===== src/rtl/uart_rx_ctrl.sv =====
// UART receive-side controller: show-ahead byte FIFO, idle-timeout detector,
// sticky overrun/timeout flags and a registered interrupt request.
module uart_rx_ctrl #(
    parameter int DEPTH    = 8,
    parameter int TO_TICKS = 640
) (
    input  logic                     clk,
    input  logic                     reset,
    input  logic                     b_tick,
    input  logic                     rx_done,
    input  logic [7:0]               rx_data,
    input  logic                     rd_en,
    output logic [7:0]               rd_data,
    output logic [$clog2(DEPTH):0]   count,
    output logic                     empty,
    output logic                     full,
    input  logic [$clog2(DEPTH):0]   thresh,
    input  logic [2:0]               ie,
    input  logic                     clr_ovr,
    input  logic                     clr_to,
    output logic                     overrun,
    output logic                     timeout,
    output logic                     irq
);

    localparam int AW = $clog2(DEPTH);
    localparam int CW = AW + 1;
    localparam int TW = $clog2(TO_TICKS);

    localparam logic [CW-1:0] CNT_ZERO_C = {CW{1'b0}};
    localparam logic [CW-1:0] CNT_ONE_C  = CW'(1);
    localparam logic [CW-1:0] CNT_FULL_C = CW'(DEPTH);
    localparam logic [AW-1:0] PTR_ONE_C  = AW'(1);
    localparam logic [TW-1:0] TCNT_ZERO_C = {TW{1'b0}};
    localparam logic [TW-1:0] TCNT_ONE_C  = TW'(1);
    localparam logic [TW-1:0] TCNT_LAST_C = TW'(TO_TICKS - 1);

    typedef enum logic [1:0] {
        ST_IDLE    = 2'd0,
        ST_ARMED   = 2'd1,
        ST_EXPIRED = 2'd2
    } state_e;

    logic [7:0]    mem_q [DEPTH];
    logic [AW-1:0] wr_ptr_q, wr_ptr_d;
    logic [AW-1:0] rd_ptr_q, rd_ptr_d;
    logic [CW-1:0] count_q, count_d;
    logic [7:0]    rd_data_q, rd_data_d;
    logic          empty_q, empty_d;
    logic          full_q, full_d;
    logic          overrun_q, overrun_d;
    logic          timeout_q, timeout_d;
    logic          irq_q, irq_d;
    state_e        state_q, state_d;
    logic [TW-1:0] tcnt_q, tcnt_d;
    logic [CW-1:0] eff_thresh_s;
    logic          do_rd_s, do_wr_s, ovr_set_s, to_set_s;

    // FIFO access decode, pointer/occupancy update and next show-ahead head
    always_comb begin
        do_rd_s   = rd_en && (count_q != CNT_ZERO_C);
        // when full, a same-cycle pop frees the slot the write is about to use
        do_wr_s   = rx_done && ((count_q != CNT_FULL_C) || rd_en);
        ovr_set_s = rx_done && (count_q == CNT_FULL_C) && !rd_en;
        wr_ptr_d  = wr_ptr_q;
        rd_ptr_d  = rd_ptr_q;
        if (do_wr_s) begin
            wr_ptr_d = wr_ptr_q + PTR_ONE_C;
        end else begin
            wr_ptr_d = wr_ptr_q;
        end
        if (do_rd_s) begin
            rd_ptr_d = rd_ptr_q + PTR_ONE_C;
        end else begin
            rd_ptr_d = rd_ptr_q;
        end
        count_d = count_q + (do_wr_s ? CNT_ONE_C : CNT_ZERO_C)
                          - (do_rd_s ? CNT_ONE_C : CNT_ZERO_C);
        empty_d = (count_d == CNT_ZERO_C);
        full_d  = (count_d == CNT_FULL_C);
        // the new head may be the byte being written this very cycle
        if (count_d == CNT_ZERO_C) begin
            rd_data_d = 8'h00;
        end else if (do_wr_s && (rd_ptr_d == wr_ptr_q)) begin
            rd_data_d = rx_data;
        end else begin
            rd_data_d = mem_q[rd_ptr_d];
        end
    end

    // Idle-timeout state machine next state
    always_comb begin
        state_d  = state_q;
        tcnt_d   = tcnt_q;
        to_set_s = 1'b0;
        case (state_q)
            ST_IDLE: begin
                if (do_wr_s) begin
                    state_d = ST_ARMED;
                    tcnt_d  = TCNT_ZERO_C;
                end else begin
                    state_d = ST_IDLE;
                end
            end
            ST_ARMED: begin
                if (count_d == CNT_ZERO_C) begin
                    state_d = ST_IDLE;
                    tcnt_d  = TCNT_ZERO_C;
                end else if (do_wr_s || do_rd_s) begin
                    tcnt_d = TCNT_ZERO_C;
                end else if (b_tick) begin
                    if (tcnt_q == TCNT_LAST_C) begin
                        state_d  = ST_EXPIRED;
                        to_set_s = 1'b1;
                    end else begin
                        tcnt_d = tcnt_q + TCNT_ONE_C;
                    end
                end else begin
                    tcnt_d = tcnt_q;
                end
            end
            ST_EXPIRED: begin
                if (count_d == CNT_ZERO_C) begin
                    state_d = ST_IDLE;
                    tcnt_d  = TCNT_ZERO_C;
                end else if (do_wr_s || do_rd_s) begin
                    state_d = ST_ARMED;
                    tcnt_d  = TCNT_ZERO_C;
                end else begin
                    state_d = ST_EXPIRED;
                end
            end
            default: begin
                state_d = ST_IDLE;
                tcnt_d  = TCNT_ZERO_C;
            end
        endcase
    end

    // Sticky flags (set beats clear), threshold clamping and interrupt request
    always_comb begin
        if (ovr_set_s) begin
            overrun_d = 1'b1;
        end else if (clr_ovr) begin
            overrun_d = 1'b0;
        end else begin
            overrun_d = overrun_q;
        end
        if (to_set_s) begin
            timeout_d = 1'b1;
        end else if (clr_to) begin
            timeout_d = 1'b0;
        end else begin
            timeout_d = timeout_q;
        end
        if (thresh == CNT_ZERO_C) begin
            eff_thresh_s = CNT_ONE_C;
        end else if (thresh > CNT_FULL_C) begin
            eff_thresh_s = CNT_FULL_C;
        end else begin
            eff_thresh_s = thresh;
        end
        irq_d = (ie[0] && (count_q >= eff_thresh_s)) ||
                (ie[1] && timeout_q) ||
                (ie[2] && overrun_q);
    end

    // Byte storage; contents are don't-care after reset
    always_ff @(posedge clk) begin
        if (do_wr_s && !reset) begin
            mem_q[wr_ptr_q] <= rx_data;
        end
    end

    // Control state registers with synchronous reset
    always_ff @(posedge clk) begin
        if (reset) begin
            wr_ptr_q  <= {AW{1'b0}};
            rd_ptr_q  <= {AW{1'b0}};
            count_q   <= CNT_ZERO_C;
            rd_data_q <= 8'h00;
            empty_q   <= 1'b1;
            full_q    <= 1'b0;
            overrun_q <= 1'b0;
            timeout_q <= 1'b0;
            irq_q     <= 1'b0;
            state_q   <= ST_IDLE;
            tcnt_q    <= TCNT_ZERO_C;
        end else begin
            wr_ptr_q  <= wr_ptr_d;
            rd_ptr_q  <= rd_ptr_d;
            count_q   <= count_d;
            rd_data_q <= rd_data_d;
            empty_q   <= empty_d;
            full_q    <= full_d;
            overrun_q <= overrun_d;
            timeout_q <= timeout_d;
            irq_q     <= irq_d;
            state_q   <= state_d;
            tcnt_q    <= tcnt_d;
        end
    end

    assign rd_data = rd_data_q;
    assign count   = count_q;
    assign empty   = empty_q;
    assign full    = full_q;
    assign overrun = overrun_q;
    assign timeout = timeout_q;
    assign irq     = irq_q;

endmodule


===== config.mk =====
export PLATFORM = sky130hd
export DESIGN_NAME = uart_rx_ctrl
export DESIGN_NICKNAME = d
export VERILOG_FILES = /design/src/rtl/uart_rx_ctrl.sv
export SDC_FILE = /design/constraint.sdc
export NUM_CORES = 1
export LEC_CHECK = 0
export CORE_ASPECT_RATIO = 0.7
export CORE_MARGIN = 2
export CORE_UTILIZATION = 55
export CTS_BUF_LIST = sky130_fd_sc_hd__clkbuf_16
export DETAILED_ROUTE_END_ITERATION = 16
export PLACE_DENSITY = 0.73
export SLEW_MARGIN = 0
export SYNTH_ARGS = -nofsm -noshare
export SYNTH_HDL_FRONTEND = slang
export SYNTH_SLANG_ARGS = --single-unit

===== constraint.sdc =====
create_clock -name clk -period 5.98 [get_ports clk]
set_input_delay 0.598 -clock clk [delete_from_list [all_inputs] [get_ports clk]]
set_output_delay 0.598 -clock clk [all_outputs]
set_load 0.005 [all_outputs]

# Yosys cells after proc, flatten, opt, wreduce, memory -nomap -nowiden
# Memories as Yosys holds them, arrays and structs flattened. A register that Yosys moved wholly into a read port is not among the register bits.
# Cells that the tools add are included.
[word_totals]
register_bits = 27
mem_bits_rw = 64
inputBits = 22
out_inout_bits = 17
wordCells = 86
mem_count = 1
[classes]
addsub = 5
n_lt_le_gt_ge = 2
n_eq_ne = 13
muxes = 32
reduce_logical = 23
[mem_list]
columns = ["memory", "words", "width", "rd", "rd_clocked_by_memory_dff", "write_ports", "line_no", "rtl"]
rows = [
  ["mem_q", 8, 8, 1, 1, 1, "44", "logic [7:0] mem_q [DEPTH];"],
]
[op_table]
columns = ["operator", "n"]
rows = [
  ["$mux 10", 7],
  ["$pmux 10 s3", 1],
  ["$mux 1", 14],
  ["$mux 2", 6],
  ["$ne 3x3->1 const B", 4],
  ["$ne 4x4->1 const B", 3],
  ["$add 10x1->10 const B", 1],
  ["$eq 10x10->1 const B", 1],
  ["$eq 4x4->1 const B", 2],
  ["$logic_and 1x1->1", 8],
  ["$logic_not 4->1", 2],
  ["$mux 4", 2],
  ["$add 3x1->3 const B", 2],
  ["$pmux 2 s3", 1],
  ["$add 4x1->4", 1],
  ["$ge 4x4->1", 1],
  ["$gt 4x4->1 const B", 1],
  ["$logic_or 1x1->1", 4],
  ["$reduce_and 4->1", 1],
  ["$reduce_bool 2->1", 2],
  ["$reduce_bool 4->1", 1],
  ["$sub 4x1->4", 1],
  ["$mux 3", 1],
  ["$reduce_and 3->1", 1],
  ["6 further kinds", 7],
]

# Depth between registers and ports, before layout
# Gate-level depths: netlist of the first run.
[logic_depth]
depth_word = 10
ltp_mapped = 17
depth_no_buf = 15

# Least setup slack after synthesis of the first run
# OpenSTA, ideal clock, no wires.
[synth_timing]
path_type = "input -> register"
from = "input rd_en"
to = "register tcnt_q[0]"
setup_ns = 0.074
t_arrival_ns = 3.527
required_ns = 5.906
path_slack_ns = 2.379
path_stages = 16
path_buffers = 3
cell_sequence = "clkbuf_1 -> nor4b_1 -> nor2b_1 -> buf_2 -> inv_1 -> ha_1 -> inv_1 -> ha_1 -> inv_1 -> fa_1 -> xor2_1 -> and3b_1 -> buf_1 -> a211oi_1 -> o21ai_0 -> a31oi_1"
[synth_between]
elab_chain_cells = 8
word_cells_on_any_way = 18
cone_classes = "add/sub (2); eq/ne (4); mux (6); reduce/logical (6)"
[synth_lines]
columns = ["item", "line_no", "rtl"]
rows = [
  ["from (decl)", "12", "input logic rd_en,"],
  ["$logic_or 1x1->1", "63", "do_wr_s = rx_done && ((count_q != CNT_FULL_C) || rd_en);"],
  ["$logic_and 1x1->1", "63", ""],
  ["$mux 1", "77", "count_d = count_q + (do_wr_s ? CNT_ONE_C : CNT_ZERO_C)"],
  ["$add 4x1->4", "77", ""],
  ["$sub 4x1->4", "78", "- (do_rd_s ? CNT_ONE_C : CNT_ZERO_C);"],
  ["$logic_not 4->1", "106, 123", ""],
  ["$ne 4x4->1 (no source line) (tied with other cells)", "--", ""],
  ["$reduce_and 4->1 (no source line) or $pmux 10 s3 (tied branches)", "--", ""],
  ["to (signal assigned)", "200", "tcnt_q <= tcnt_d;"],
  ["to (decl)", "55", "logic [TW-1:0] tcnt_q, tcnt_d;"],
]
# Parallel ways exist; a longest one is shown, timed or not.
# A chain may end at the register's enable or synchronous reset.

# Worst setup path in the final report of the first run
[layout_timing]
from = "input rd_en"
to = "register tcnt_q[7]"
# The elaborated chain is that of the path after synthesis.

==> results.json, run 1 <==
{
  "setup_viol": 0,
  "ys_warn_count": 0,
  "stdcell_count": 513,
  "synth-edff-count": 64,
  "outcome": "finished clean",
  "slowest_delay_ns": 0.63,
  "drv_slew": 0,
  "cp-end-kind": "flop",
  "syn_nets": 405,
  "grt_usage_pct": 23.1,
  "clk_pin_slew_worst_paths_ns": 0.06,
  "ys_ff_latch": 99,
  "post-dp-hpwl_um": 6600,
  "pwr-share-clk_pct": 26.0,
  "synth_cells": 368,
  "p_int_w": 0.00155,
  "cp.arrival_ns": 4.49,
  "grt_pass1_wl_um": 15600,
  "ys_seq_area_share_pct": 56.8,
  "clockRootBuffer": "clkbuf_16",
  "max_freq_mhz": 233,
  "post_cts_buffers": 0,
  "power_w": 0.00229,
  "gp_congestion": 0.864,
  "hold_viol": 0,
  "n_antenna_cell": 0,
  "hp-class": "flop to flop",
  "p_per_area_nw_per_um2": 425,
  "layout.nets": 444,
  "switching_share_pct": 32.2,
  "rsz0062_at_grt": "no",
  "synth_cell_types": 61,
  "fin_crit_ns": 4.29,
  "power.share.sequential_pct": 37.3,
  "path_common_cell": "inv_1",
  "htreeDepth": 3,
  "port-buffer-count": 38,
  "coreArea_um2": 8010,
  "switchingPower_w": 0.000736,
  "cts_tree": "built",
  "synthToLayoutAreaGrowth_pct": 16.6,
  "ant_nets": 0,
  "pwr-share-comb_pct": 36.8,
  "grt_pass1_vias": 3055,
  "syn_avg_cell_area_um2": 12.5,
  "maxSlewHeadroom_pct": 27.7,
  "cts.sinks": 99,
  "drc": 0,
  "setup-tns-final_ns": 0,
  "crit_path_max_fanout": 9,
  "cpMaxStageDelayCell": "clkdlybuf4s50_1",
  "leakagePower_nw": 1.86,
  "cp_cell_sequence": "clkdlybuf4s50_1 -> nor4b_1 -> nor2b_1 -> inv_1 -> ha_1 -> inv_1 -> ha_1 -> inv_1 -> fa_1 -> xor2_1 -> and3b_1 -> a21oi_1 -> o21ai_0 -> a31oi_1",
  "clock_path_buffers": 2,
  "dieArea_um2": 9150,
  "ios": 39,
  "crit_path_start_kind": "input pin",
  "ctsHoldBuffers": 0,
  "drt_iter0_drc": 177,
  "cts_resized": 0,
  "clk_latency_ns": 0.34,
  "numCtsBuffers": 9,
  "drive_gt1_share_pct": 14.3,
  "first_pass_iters": 4,
  "final_common_cell": "edfxtp_1",
  "synth-async-reset-ratio_pct": 0,
  "drv_cap": 0,
  "synth_flop_cell": "edfxtp_1",
  "ir_drop_uv": 251,
  "rows": 27,
  "post-route-period-util_pct": 71.8,
  "overflow": 0,
  "initial_core_util_pct": 57.6,
  "drt-vias-per-instance": 5.87,
  "worst_pin_slew_ns": 1.08,
  "critPathTopFamily": "buffers and inverters",
  "place_inst": 497,
  "required_ns": 6.18,
  "drt-total-wl_um": 9680,
  "layout_common_cells": "edfxtp_1 (64), clkdlybuf4s50_1 (38), dfxtp_1 (35)",
  "wl_per_cell_um": 18.9,
  "grt_antenna_before_repair": 0,
  "dieWidth_um": 113,
  "fin_skew_ns": 0.00338,
  "die_y_um": 80.6,
  "worstSetupPathType": "input pin to flop",
  "grt_max_degree": 25,
  "syn-cell-area_um2": 4620,
  "num_vias": 3009,
  "fillers": 576,
  "worst-path-buf-inv": 4
}
[per-stage QoR]
step                area (µm²)  hold slack, ns  utilization [%]  worst slack (ns)
CTS                       5380           0.500             67.2              1.74
finish                    5380           0.501             67.2              1.69
detailed placement        5070           0.485             63.4              1.40
floorplan                 4620           0.463                -              2.38
global route              5380           0.523             67.2              1.35
global placement          5070           0.476             63.4              1.66
[cell families (layout without fill, tap and decap cells)]
logic type	after synthesis	in the layout	synth area share, %
simple gates	115	115	13.9
flops	99	99	56.8
compound gates	73	73	11.6
buf+inv	30	74	3.06
mux	27	27	8.54
fa+ha+maj	15	15	4.23
xor+xnor	9	9	1.87
[worst min-delay path: cells and delay by family (launching register included)]
kind / cells / cell delay (ns)
DFF: 1 / 0.33
and+or+nand+nor: 1 / 0.07
AOI/OAI and AO/OA: 1 / 0.06
[synth_stat cells (all sizes together) (4+ instances only)]
cell type / instances / area share [%]
inv: 15 / 1.2
nand2b: 7 / 0.95
nand4: 4 / 0.54
xor2: 5 / 0.95
nand2: 29 / 2.4
nand3: 5 / 0.54
mux2i: 9 / 2.0
clkbuf: 6 / 0.49
nor2: 28 / 2.7
nor3: 7 / 0.76
dfxtp: 35 / 15
mux4: 9 / 4.4
and3: 5 / 0.68
mux2: 9 / 2.2
and2: 6 / 0.81
a21oi: 19 / 2.1
a31oi: 4 / 0.54
o211ai: 15 / 2.7
nor2b: 8 / 1.1
o21ai: 9 / 0.98
xnor2: 4 / 0.92
edfxtp: 64 / 42
ha: 14 / 3.8
a211oi: 8 / 2.1
buf: 9 / 1.4
[power by group through the flow]
stage / Sequential (W) / Clock (W) / Combinational [W]
3_5_place_dp: 0.000867 / 0 / 0.000842
5_1_grt: 0.000861 / 0.000629 / 0.000924
2_1_floorplan: 0.000858 / 0 / 0.000606
3_3_place_gp: 0.000865 / 0 / 0.000827
6_report: 0.000853 / 0.000594 / 0.000841
4_1_cts: 0.000852 / 0.000602 / 0.000847
[sequential cells by signal, indices dropped and copies added (netlist names), 2 cells and up]
register  count
state_q       2
rd_data       8
wr_ptr_q      3
tcnt_q       10
mem_q        64
count         4
rd_ptr_q      3
[routing by layer]
| metal | vias to the layer above | share of wire [%] | routed length [µm] | global-route usage, % |
|---|---|---|---|---|
| met3 | 10 | 6.2 | 599 | 5.89 |
| met2 | 92 | 45 | 4320 | 35.1 |
| met4 | 0 | 1.1 | 108 | 8.05 |
| met1 | 1449 | 48 | 4650 | 32.5 |
| met5 | - | 0 | 0 | 0 |
| li1 | 1458 | - | - | - |
[layout make-up]
class                           instances  area, µm²  area share [%]
Tap cell                              101        126            2.35
Multi-Input combinational cell        239       1850            34.4
Clock buffer                            9        225            4.19
Timing Repair Buffer                   43        418            7.77
Inverter                               15       56.3            1.05
Clock inverter                          7       80.1            1.49
Sequential cell                        99       2620            48.7
[path summary, 6_finish.rpt]
kind	start	endpoint	slack [ns]	cells after the start
min	timeout	timeout	0.50	2
max	rd_en	tcnt_q[7]	1.69	14
min reg2reg	timeout	timeout	0.50	2
max reg2reg	count[2]	tcnt_q[7]	1.87	15
Note: power is estimated with default switching activity, not from simulation.
==> run 2, diff against run 1 <==
--- a/config.mk
+++ b/config.mk
@@ -7,7 +7,7 @@
 export LEC_CHECK = 0
 export CORE_ASPECT_RATIO = 0.7
 export CORE_MARGIN = 2
-export CORE_UTILIZATION = 55
+export CORE_UTILIZATION = 52
 export CTS_BUF_LIST = sky130_fd_sc_hd__clkbuf_16
 export DETAILED_ROUTE_END_ITERATION = 16
 export PLACE_DENSITY = 0.73
==> constraint.sdc (replaced) <==
create_clock -name clk -period 3.73 [get_ports clk]
set_input_delay 0.373 -clock clk [delete_from_list [all_inputs] [get_ports clk]]
set_output_delay 0.373 -clock clk [all_outputs]
set_load 0.005 [all_outputs]
==> run 2 against run 1 <==
Net effect: clock skew rose by 0.0081 ns; register-to-register slack worse by 1.6 ns; die area is 5.5% higher; first-iteration DRC count grew 7.9%; via count grew 3.5%; largest cell class unchanged; sequential power increased by 57%; core utilization down 2.6 points; critical path depth increased by 1; wire length is 1.2% lower; non-clock buffer count up 19.
==> results.json, run 2 (synthesized netlist as in run 1, its figures left out) <==
{
  "outcome": "finished clean",
  "dieWidth_um": 117,
  "htreeDepth": 3,
  "cp.arrival_ns": 3.76,
  "r2r_setup_slack_ns": 0.24,
  "grt_pass1_wl_um": 15500,
  "overflow": 0,
  "largest_register": "mem_q",
  "worstSetupEndpoint": "tcnt_q[0]",
  "maxSlewHeadroom_pct": 34.2,
  "drc": 0,
  "layout.nets": 463,
  "final_common_cell": "edfxtp_1",
  "fin_hold_ws_ns": 0.504,
  "drive_gt1_share_pct": 19.0,
  "crit_path_start_kind": "flop",
  "clock_path_buffers": 2,
  "worstReg2RegEnd": "tcnt_q[0]",
  "power.share.sequential_pct": 36.5,
  "cp-end-kind": "flop",
  "setup_viol": 0,
  "cp-startpoint": "count[2]",
  "hold_viol": 0,
  "clockRootBuffer": "clkbuf_16",
  "gp_congestion": 0.864,
  "drt_iter0_drc": 191,
  "cpMaxStageDelayCell": "or3b_2",
  "first_pass_iters": 4,
  "layout_common_cells": "edfxtp_1 (64), clkdlybuf4s50_1 (38), dfxtp_1 (35)",
  "drt-vias-per-instance": 5.65,
  "wl_per_cell_um": 17.4,
  "grt_pass1_vias": 3066,
  "hp-class": "flop to flop",
  "grt_usage_pct": 21.3,
  "pwr-share-comb_pct": 40.0,
  "largest_reg_flops": 64,
  "grt_antenna_before_repair": 0,
  "die_y_um": 82.8,
  "grt_max_degree": 24,
  "rows": 28,
  "cp_cell_sequence": "inv_1 -> ha_2 -> or3b_2 -> and2_1 -> ha_1 -> inv_1 -> ha_1 -> inv_1 -> fa_1 -> xor2_1 -> and3b_2 -> a211oi_1 -> buf_4 -> a21oi_1 -> a31oi_1",
  "cts_tree": "built",
  "switching_share_pct": 33.6,
  "ir_drop_uv": 303,
  "setup_ws_ns": 0.242,
  "drv_slew": 0,
  "r2r_start": "count[2]",
  "p_int_w": 0.00244,
  "fin_crit_ns": 3.49,
  "coreArea_um2": 8550,
  "synthToLayoutAreaGrowth_pct": 19.6,
  "pwr-share-clk_pct": 23.5,
  "max_freq_mhz": 287,
  "num_vias": 3114,
  "initial_core_util_pct": 54.0,
  "slowest_delay_ns": 0.46,
  "clk_pin_slew_worst_paths_ns": 0.07,
  "leakagePower_nw": 1.94,
  "ff2ff_path_depth": 15,
  "p_per_area_nw_per_um2": 665,
  "cts.sinks": 99,
  "min-delay-start": "timeout",
  "ant_nets": 0,
  "numCtsBuffers": 9,
  "worst_pin_slew_ns": 0.974,
  "dieArea_um2": 9660,
  "ios": 39,
  "n_antenna_cell": 0,
  "crit_path_max_fanout": 6,
  "drv_cap": 0,
  "setup-tns-final_ns": 0,
  "worstSetupPathType": "flop to flop",
  "path_common_cell": "inv_1",
  "post-dp-hpwl_um": 6780,
  "place_worst_setup_slack_ns": 0.144,
  "drt-total-wl_um": 9560,
  "port-buffer-count": 38,
  "required_ns": 4.00,
  "rsz0062_at_grt": "no",
  "clk_latency_ns": 0.35,
  "fin_skew_ns": 0.0115,
  "post-route-period-util_pct": 93.5,
  "switchingPower_w": 0.00123
}
-- run 2: cell types whose count changed in the layout (fill, tap and decap cells not counted) --
cell       before  now
and3b_1         1    0
and3b_2         0    1
inv_1          18   17
buf_4           5   24
ha_1           14   13
bufinv_16       2    0
clkinv_1        1    0
clkinv_2        1    0
ha_2            0    1
clkinv_4        0    1
inv_6           0    4
-- run 2: layout make-up --
cell class | instances | area, µm²
fillers | 675 | 3030
flip-flops and latches | 99 | 2620
multi-input cells | 239 | 1860
repair buffers | 62 | 561
clock buffers | 9 | 225
well taps | 120 | 150
inverters | 15 | 56.3
clock inverters | 7 | 51.3
-- run 2: worst max-delay path: cells and delay by family, from the launching register on --
| family | cells | cell delay (ns) |
|---|---|---|
| adder cells (fa/ha/maj) | 4 | 1.02 |
| AND/OR/NAND/NOR | 3 | 0.91 |
| AO/OA/AOI/OAI | 3 | 0.54 |
| buffers and inverters | 4 | 0.42 |
| flip-flops | 1 | 0.32 |
| XOR/XNOR | 1 | 0.20 |
-- run 2: power groups by stage --
stage | clock network, W | registers (W) | logic (W)
after floorplan | 0 | 0.00138 | 0.000972
after global placement | 0 | 0.00136 | 0.00142
after detailed placement | 0 | 0.00136 | 0.00145
after CTS | 0.000878 | 0.00134 | 0.00146
after global routing | 0.000928 | 0.00135 | 0.00160
final | 0.000862 | 0.00134 | 0.00147
-- run 2: metal layers --
layer / routed length (µm) / track usage, %
met1: 4780 / 31.8
met4: 145 / 6.20
met2: 4140 / 30.1
met5: 0 / 0
met3: 503 / 6.42
-- run 2: worst min-delay path by stage --
stage	endpoint	slack, ns	cells after the start
global route	tcnt_q[7]	0.54	1
detailed placement	timeout	0.51	2
CTS	timeout	0.52	2
floorplan	tcnt_q[0]	0.46	1
finish	timeout	0.50	2
global placement	timeout	0.48	2
-- run 2: timing repair --
action	CTS	global route
hold buffers	0	0
setup buffers	0	1
setup endpoints to repair	0	7
gates resized for setup	0	2
-- run 2: per-stage QoR --
step	power, W	area [µm²]	util [%]	cells
final	0.00367	5520	64.6	551
after global routing	0.00388	5520	64.6	551
after CTS	0.00367	5510	64.5	550
after detailed placement	0.00281	5230	61.2	534
after global placement	0.00278	5230	61.2	534
after floorplan	0.00235	4620	-	368
==> run 3, diff against run 2 <==
--- a/config.mk
+++ b/config.mk
@@ -5,7 +5,6 @@
 export SDC_FILE = /design/constraint.sdc
 export NUM_CORES = 1
 export LEC_CHECK = 0
-export CORE_ASPECT_RATIO = 0.7
 export CORE_MARGIN = 2
 export CORE_UTILIZATION = 52
 export CTS_BUF_LIST = sky130_fd_sc_hd__clkbuf_16
==> run 3 against run 2 <==
Net effect: maximum frequency fell by 1.0%; total power rose by 0.39%; clock skew barely moved; critical endpoint is now tcnt_q[1]; core utilization fell by 1.0 points; largest cell class unchanged; global-route usage fell by 0.37 points; highest routed layer unchanged; worst setup slack got worse by 0.035 ns.
==> results.json, run 3 (synthesized netlist as in run 1, its figures left out) <==
{
  "outcome": "finished clean",
  "switching_share_pct": 33.9,
  "r2r_start": "count[2]",
  "rows": 34,
  "drive_gt1_share_pct": 19.5,
  "worstSetupPathType": "flop to flop",
  "setup_viol": 0,
  "r2r_setup_slack_ns": 0.21,
  "coreArea_um2": 8680,
  "hold_viol": 0,
  "drt-vias-per-instance": 5.67,
  "grt_pass1_wl_um": 15800,
  "gp_congestion": 0.850,
  "worst_pin_slew_ns": 0.892,
  "drt_iter0_drc": 127,
  "place_inst": 522,
  "ctsHoldBuffers": 0,
  "clockRootBuffer": "clkbuf_16",
  "ant_nets": 0,
  "fin_crit_ns": 3.52,
  "post_cts_buffers": 0,
  "dieArea_um2": 9650,
  "power.share.sequential_pct": 36.8,
  "min-delay-start": "timeout",
  "synthToLayoutAreaGrowth_pct": 19.5,
  "first_pass_iters": 4,
  "pwr-share-clk_pct": 24.4,
  "layout_common_cells": "edfxtp_1 (64), clkdlybuf4s50_1 (38), dfxtp_1 (35)",
  "post-dp-hpwl_um": 6610,
  "maxSlewHeadroom_pct": 39.7,
  "leakagePower_nw": 1.93,
  "htreeDepth": 3,
  "largest_register": "mem_q",
  "worstReg2RegEnd": "tcnt_q[1]",
  "drv_slew": 0,
  "pwr-share-comb_pct": 38.8,
  "p_int_w": 0.00244,
  "p_per_area_nw_per_um2": 668,
  "drc": 0,
  "cts_resized": 0,
  "cts.sinks": 99,
  "worstHoldEndpoint": "timeout",
  "clock_path_buffers": 2,
  "cts_tree": "built",
  "cp-end-kind": "flop",
  "required_ns": 3.96,
  "grt_usage_pct": 20.9,
  "stdcell_count": 538,
  "port-buffer-count": 38,
  "design_area_um2": 5520,
  "switchingPower_w": 0.00125,
  "setup_ws_ns": 0.207,
  "die_y_um": 98.2,
  "fin_skew_ns": 0.0117,
  "largest_reg_flops": 64,
  "layout.nets": 462,
  "place_worst_setup_slack_ns": 0.0391,
  "n_antenna_cell": 0,
  "overflow": 0,
  "fin_hold_ws_ns": 0.497,
  "num_vias": 3048,
  "ff2ff_path_depth": 15,
  "crit_path_max_fanout": 6,
  "ir_drop_uv": 238,
  "drv_cap": 0,
  "setup-tns-final_ns": 0,
  "grt_pass1_vias": 3157,
  "numCtsBuffers": 9,
  "placed_area_um2": 5220,
  "wl_per_cell_um": 17.5,
  "final_common_cell": "edfxtp_1",
  "ios": 39,
  "hp-class": "flop to flop",
  "drt-total-wl_um": 9410,
  "crit_path_start_kind": "flop",
  "clk_pin_slew_worst_paths_ns": 0.07,
  "max_freq_mhz": 284,
  "worstHoldPathCells": 2,
  "cp.arrival_ns": 3.75,
  "dieWidth_um": 98.2,
  "initial_core_util_pct": 53.2,
  "clk_latency_ns": 0.35,
  "rsz0062_at_grt": "no",
  "grt_max_degree": 25,
  "post-route-period-util_pct": 94.5,
  "grt_antenna_before_repair": 0
}
## run 3: power groups by stage
stage	combinational (W)	sequential, W	clock [W]
2_1_floorplan	0.000972	0.00138	0
3_3_place_gp	0.00139	0.00138	0
3_5_place_dp	0.00142	0.00138	0
4_1_cts	0.00142	0.00136	0.000910
5_1_grt	0.00158	0.00137	0.000954
6_report	0.00143	0.00136	0.000898
## run 3: layout make-up
class	count	area (µm²)
inverters	15	56.3
multi-input cells	239	1860
fillers	688	3160
repair buffers	61	553
clock inverters	7	63.8
flip-flops and latches	99	2620
clock buffers	9	225
well taps	108	135
## run 3: worst max-delay path by stage
stage / startpoint / to / slack, ns / cells after the start
floorplan: count[2] / tcnt_q[0] / 0.31 / 15
global placement: rd_en / tcnt_q[1] / 0.19 / 15
detailed placement: rd_en / tcnt_q[1] / 0.04 / 15
CTS: count[2] / tcnt_q[1] / 0.15 / 15
global route: count[2] / tcnt_q[9] / 0.003 / 14
finish: count[2] / tcnt_q[1] / 0.21 / 15
## run 3: metrics by stage
step	utilization (%)	power, W
4_1_cts	63.5	0.00369
3_5_place_dp	60.1	0.00280
5_1_grt	63.6	0.00391
2_1_floorplan	-	0.00235
6_report	63.6	0.00368
3_3_place_gp	60.1	0.00277
## run 3: worst max-delay path, stage by stage (launching register included)
cell      delay [ns]
dfxtp_1         0.33
inv_1           0.11
ha_2            0.22
or3b_2          0.46
and2_1          0.20
ha_1            0.27
inv_1           0.06
ha_1            0.17
inv_1           0.06
fa_1            0.37
xor2_1          0.23
and3b_2         0.28
a211oi_1        0.09
buf_4           0.17
a32o_1          0.25
o21bai_1        0.14
## run 3: per-layer routing
metal  routed length [µm]  up-vias  GRT usage (%)
li1                     -     1498              -
met2                 4750       48           35.9
met1                 4190     1492           27.9
met4                  125        0           6.43
met5                    0        -              0
met3                  345       10           2.93
